`src/rtl/demux_bit_scanner_pkg.sv`:
```
// Shared encodings and widths for the demux bit scanner.
// The state encoding matches the values the integration level expects.
package demux_bit_scanner_pkg;

  localparam int unsigned ByteW = 8;
  localparam int unsigned IdxW  = 3;

  localparam logic [IdxW-1:0] LastIdx = IdxW'(ByteW - 1);

  typedef enum logic [1:0] {
    WaitDav = 2'b00,
    Shift   = 2'b01,
    WaitEnd = 2'b10
  } state_e;

endpackage

```
`src/rtl/demux_bit_scanner_counter_mod8.sv`:
```
// 3-bit counter with synchronous clear (priority over enable) and async active-low reset.
// The next-count value is exported so the owner can register outputs from it.
module counter_mod8
  import demux_bit_scanner_pkg::*;
(
  input  logic            clk_i,
  input  logic            rst_ni,
  input  logic            clr_i,
  input  logic            en_i,
  output logic [IdxW-1:0] cnt_o,
  output logic [IdxW-1:0] cnt_next_o
);

  logic [IdxW-1:0] cnt_q, cnt_d;

  always_comb begin
    cnt_d = cnt_q;
    if (clr_i) begin
      cnt_d = '0;
    end else if (en_i) begin
      cnt_d = cnt_q + 3'd1;
    end
  end

  always_ff @(posedge clk_i or negedge rst_ni) begin
    if (!rst_ni) begin
      cnt_q <= '0;
    end else begin
      cnt_q <= cnt_d;
    end
  end

  assign cnt_o      = cnt_q;
  assign cnt_next_o = cnt_d;

endmodule

```
`src/rtl/demux_bit_scanner.sv`:
```
// Accepts a byte over a /dav_-rfd handshake and scans it bit by bit onto x0/b2_b0
// for a downstream 1-to-8 demultiplexer, qualified by strobe.
module demux_bit_scanner
  import demux_bit_scanner_pkg::*;
(
  input  logic             clock,
  input  logic             reset_,
  input  logic             dav_,
  input  logic [ByteW-1:0] byte_in,
  output logic             rfd,
  output logic             x0,
  output logic [IdxW-1:0]  b2_b0,
  output logic             strobe
);

  state_e           state_q, state_d;
  logic [ByteW-1:0] byte_q, byte_d;
  logic [IdxW-1:0]  cnt, cnt_next;
  logic             cnt_clr, cnt_en;

  logic             rfd_q, rfd_d;
  logic             strobe_q, strobe_d;
  logic             x0_q, x0_d;
  logic [IdxW-1:0]  b2_b0_q, b2_b0_d;

  // Clearing outside SHIFT makes the accepting edge load index 0.
  assign cnt_clr = (state_q != Shift) || (cnt == LastIdx);
  assign cnt_en  = (state_q == Shift);

  counter_mod8 u_counter (
    .clk_i      (clock),
    .rst_ni     (reset_),
    .clr_i      (cnt_clr),
    .en_i       (cnt_en),
    .cnt_o      (cnt),
    .cnt_next_o (cnt_next)
  );

  always_comb begin
    state_d = WaitDav;
    byte_d  = byte_q;
    case (state_q)
      WaitDav: begin
        if (!dav_) begin
          state_d = Shift;
          byte_d  = byte_in;
        end
      end
      Shift: begin
        if (cnt == LastIdx) begin
          state_d = dav_ ? WaitDav : WaitEnd;
        end else begin
          state_d = Shift;
        end
      end
      WaitEnd: begin
        state_d = dav_ ? WaitDav : WaitEnd;
      end
      default: begin
        state_d = WaitDav;
      end
    endcase
  end

  // Outputs are registered from the next state so they line up with it.
  always_comb begin
    rfd_d    = (state_d == WaitDav);
    strobe_d = (state_d == Shift);
    b2_b0_d  = '0;
    x0_d     = 1'b0;
    if (strobe_d) begin
      b2_b0_d = cnt_next;
      x0_d    = byte_d[cnt_next];
    end
  end

  always_ff @(posedge clock or negedge reset_) begin
    if (!reset_) begin
      state_q  <= WaitDav;
      byte_q   <= '0;
      rfd_q    <= 1'b1;
      strobe_q <= 1'b0;
      x0_q     <= 1'b0;
      b2_b0_q  <= '0;
    end else begin
      state_q  <= state_d;
      byte_q   <= byte_d;
      rfd_q    <= rfd_d;
      strobe_q <= strobe_d;
      x0_q     <= x0_d;
      b2_b0_q  <= b2_b0_d;
    end
  end

  assign rfd    = rfd_q;
  assign strobe = strobe_q;
  assign x0     = x0_q;
  assign b2_b0  = b2_b0_q;

endmodule

```
`config.mk`:
```
export PLATFORM = sky130hd
export DESIGN_NAME = demux_bit_scanner
export DESIGN_NICKNAME = d
export VERILOG_FILES = /design/src/rtl/demux_bit_scanner_pkg.sv /design/src/rtl/demux_bit_scanner_counter_mod8.sv /design/src/rtl/demux_bit_scanner.sv
export SDC_FILE = /design/constraint.sdc
export NUM_CORES = 1
export LEC_CHECK = 0
export CAP_MARGIN = 20
export CORE_ASPECT_RATIO = 1.1
export CORE_MARGIN = 2
export CORE_UTILIZATION = 48
export DETAILED_ROUTE_END_ITERATION = 6
export PLACE_DENSITY_LB_ADDON = 0.1
export SKIP_LAST_GASP = 1
export SLEW_MARGIN = 20
export SYNTH_ARGS = -nofsm -noshare
export SYNTH_HDL_FRONTEND = slang
export SYNTH_SLANG_ARGS = --single-unit
```
`constraint.sdc`:
```
create_clock -name clock -period 2.7 [get_ports clock]
set_input_delay 0.54 -clock clock [delete_from_list [all_inputs] [get_ports clock]]
set_output_delay 0.54 -clock clock [all_outputs]
set_load 0.05 [all_outputs]
```
==> impl_table.tex <==
\begin{tabular}{lr}
\hline
Metric & Value \\
\hline
\multicolumn{2}{l}{\textbf{Layout}} \\
\quad Diode count & 0 \\
\quad Number of nets in the layout & 90 \\
\quad Area growth from synthesis to layout & 26.85\% \\
\quad Fraction of layout instances using a drive strength above 1 & 0.2237 \\
\quad Final instance count without filler cells & 93 \\
\multicolumn{2}{l}{\textbf{Clocking}} \\
\quad Clock sink total & 19 \\
\quad Post-cts hold buffer count & 0 \\
\quad Insertion delay of the later-clocked pin in the worst-skew pair & 0.29 ns \\
\quad Number of setup buffers added after CTS & 0 \\
\quad Clk Tree Root Cell & sky130\_fd\_sc\_hd\_\_clkbuf\_4 \\
\quad Number of buffers created by CTS & 3 \\
\quad Number of H-tree levels & 1 \\
\quad Worst-path clk slew & 0.10 ns \\
\quad Maximum number of buffers from clock root to sink & 2 \\
\quad Quantity of gates resized following cts & 0 \\
\quad Clock tree from TritonCTS & built \\
\multicolumn{2}{l}{\textbf{Route}} \\
\quad Count of routing violations after the opening detailed-route iteration & 1 \\
\quad Vias & 478 \\
\quad Mean routed wirelength per cell & 13.27 µm \\
\quad Post-route DRC violation count & 0 \\
\quad Pre-Repair DR Iteration Count & 2 \\
\quad Detail Route Antenna Nets & 0 \\
\quad Detailed-route wire length & 1234 µm \\
\quad Routed via count divided by cell count & 5.140 \\
\multicolumn{2}{l}{\textbf{Logic synthesis}} \\
\quad Post-synthesis net count & 68 \\
\quad Sequential area share after synthesis & 0.5880 \\
\quad Mapped Area & 810.8 µm² \\
\quad Count of unique library cells instantiated by Yosys & 22 \\
\quad Yosys warns & 0 \\
\quad Avg Synthesized Cell Area & 14.74 µm² \\
\quad Gate Count Post-Synth & 55 \\
\quad Total of flip-flops plus latches after synthesis & 19 \\
\multicolumn{2}{l}{\textbf{Floorplanning}} \\
\quad Site Rows & 15 \\
\quad Core outline area & 1577 µm² \\
\quad Overall die area & 2034 µm² \\
\quad Die boundary height & 47.11 µm \\
\quad Die width & 43.19 µm \\
\quad Io pins & 17 \\
\quad Effective utilization at floorplan & 0.5143 \\
\multicolumn{2}{l}{\textbf{Outcome}} \\
\quad Outcome & complete, no violations \\
\multicolumn{2}{l}{\textbf{Pwr}} \\
\quad Reg power frac & 0.384 \\
\quad Power per Cell Area & 1235 nW/µm² \\
\quad Worst-case vdd ir drop & 613.6 µV \\
\quad Logic gate share of total power & 0.507 \\
\quad Switch Pwr & 469.2 µW \\
\quad Internal power of the cells & 801.0 µW \\
\quad Static Leakage & 0.4541 nW \\
\quad Clock network fraction of total power & 0.109 \\
\quad Fraction of power spent switching nets & 0.3694 \\
\multicolumn{2}{l}{\textbf{Worst hold path}} \\
\quad Worst min-delay path category & flop to flop \\
\multicolumn{2}{l}{\textbf{Timing}} \\
\quad Unrepaired setup endpoints after global routing & no \\
\quad Final hold violation count & 0 \\
\quad Crit path time final & 2.346 ns \\
\quad Clock Skew & 0.003644 ns \\
\quad Relative slew slack & 0.4390 \\
\quad Peak Freq & 426.3 MHz \\
\quad Final period util & 0.8689 \\
\quad Count of endpoints failing setup in the final report & 0 \\
\quad Final Max Tran Viols & 0 \\
\quad Total negative slack & 0 ns \\
\quad Worst setup margin & 0.3540 ns \\
\quad Actual transition at the worst max-transition pin & 0.8389 ns \\
\multicolumn{2}{l}{\textbf{GRT}} \\
\quad Total routing usage reported by global routing & 0.1393 \\
\quad Via count of the first global-routing pass & 469 \\
\quad First-pass GRT wire length & 2035 µm \\
\quad Global-route congestion overflow total & 0 \\
\quad Initial antenna violation count & 0 \\
\quad Maximum number of pins on one net before global-route repair & 20 \\
\multicolumn{2}{l}{\textbf{Flow run}} \\
\quad Number of max-cap violations & 0 \\
\multicolumn{2}{l}{\textbf{Placed design}} \\
\quad Input/output buffers & 16 \\
\quad Routability Congestion & 0.7217 \\
\quad Detailed Place HPWL & 954.6 µm \\
\quad Placed instance count & 89 \\
\quad Place WS & 0.03236 ns \\
\multicolumn{2}{l}{\textbf{Setup path}} \\
\quad CP endpoint kind & flop \\
\quad Element type at the critical path start & primary input \\
\quad Required @ worst endpoint & 2.88 ns \\
\quad Crit path kind & primary input to flop \\
\quad Top fanout value on the critical path & 6 \\
\quad Data arrival time of the critical path & 2.53 ns \\
\hline
\end{tabular}
state kept, by name (all words and copies together) (netlist names):
| signal | count |
|---|---|
| u_counter.cnt_o | 3 |
| b2_b0 | 3 |
| state_q | 2 |
| byte_q | 8 |
| x0 | 1 |
| rfd | 1 |
| strobe | 1 |
metrics by stage:
step / hold slack [ns] / cell area, µm² / power [mW] / utilization
floorplan: 0.2444 / 810.8 / 0.9575 / -
global placement: 0.4789 / 1002 / 1.137 / 0.6357
detailed placement: 0.4852 / 1002 / 1.148 / 0.6357
CTS: 0.5088 / 1028 / 1.290 / 0.6524
global route: 0.5251 / 1028 / 1.364 / 0.6524
finish: 0.5045 / 1028 / 1.270 / 0.6524
cell type report:
type / count / area [µm²]
flip-flops and latches: 19 / 476.7
fillers: 128 / 548.0
repair buffers: 18 / 175.2
well taps: 17 / 21.27
clock buffers: 4 / 26.28
multi-input cells: 35 / 329.1
cell usage after synthesis, drive strengths merged:
| cell type | count | area, µm² |
|---|---|---|
| dfstp | 1 | 26.28 |
| buf | 1 | 5.000 |
| nor3b | 1 | 7.510 |
| or2 | 1 | 6.260 |
| a211o | 1 | 8.760 |
| ha | 2 | 25.02 |
| nor2 | 2 | 7.510 |
| or2b | 1 | 7.510 |
| dfrtp | 18 | 450.4 |
| nand3b | 1 | 7.510 |
| or4b | 1 | 10.01 |
| nand2b | 1 | 6.260 |
| nor3 | 1 | 16.27 |
| a21oi | 4 | 20.02 |
| and3b | 1 | 8.760 |
| nor2b | 2 | 12.51 |
| or4bb | 1 | 11.26 |
| mux2 | 8 | 90.09 |
| o211a | 1 | 10.01 |
| mux4 | 2 | 48.80 |
| and2 | 4 | 25.02 |
worst max-delay path: stages:
cell and delay (ns):
sky130_fd_sc_hd__clkdlybuf4s50_1 0.47, sky130_fd_sc_hd__nor3_4 0.33, sky130_fd_sc_hd__buf_4 0.19, sky130_fd_sc_hd__mux4_1 0.53, sky130_fd_sc_hd__and3b_1 0.19, sky130_fd_sc_hd__a211o_1 0.27
routing by layer:
layer,vias up,track usage,routed length [µm]
met5,-,0,0
met4,0,0.05455,8
met3,2,0.02308,47
met2,12,0.2448,634
met1,225,0.1749,544
li1,239,-,-
kinds of logic after synthesis:
logic type / count (synthesis) / share of synthesized area
flops: 19 / 0.5880
simple gates: 17 / 0.1559
mux: 10 / 0.1713
compound gates: 6 / 0.04784
fa+ha+maj: 2 / 0.03086
buf+inv: 1 / 0.006167
path summary, 6_finish.rpt:
kind / from / to / slack, ns / cells after the start
setup / recovery: dav_ / x0 / 0.35 / 6
hold / removal: byte_q[6] / byte_q[6] / 0.50 / 1
setup reg to reg: state_q[1] / x0 / 0.61 / 5
hold reg to reg: byte_q[6] / byte_q[6] / 0.50 / 1
max in group asynchronous: reset_ / byte_q[7] / 1.46 / 1
min in group asynchronous: reset_ / strobe / 0.72 / 1
power groups by stage:
stage          Combinational (mW)  Sequential, mW  Clock (mW)
2_1_floorplan               0.334           0.624           0
3_3_place_gp                0.642           0.495           0
3_5_place_dp                0.651           0.497           0
4_1_cts                     0.654           0.491       0.145
5_1_grt                     0.703           0.505       0.156
6_report                    0.644           0.487       0.139
placed cells by master, fill, tap and decap left out, types with 2 or more instances in the layout:
master,n
sky130_fd_sc_hd__dfrtp_1,18
sky130_fd_sc_hd__clkdlybuf4s50_1,16
sky130_fd_sc_hd__mux2_2,8
sky130_fd_sc_hd__a21oi_1,4
sky130_fd_sc_hd__and2_1,4
sky130_fd_sc_hd__clkbuf_4,3
sky130_fd_sc_hd__nor2b_1,2
sky130_fd_sc_hd__nor2_1,2
sky130_fd_sc_hd__ha_1,2
sky130_fd_sc_hd__buf_4,2
No activity file was read; power rests on OpenSTA's default activity.
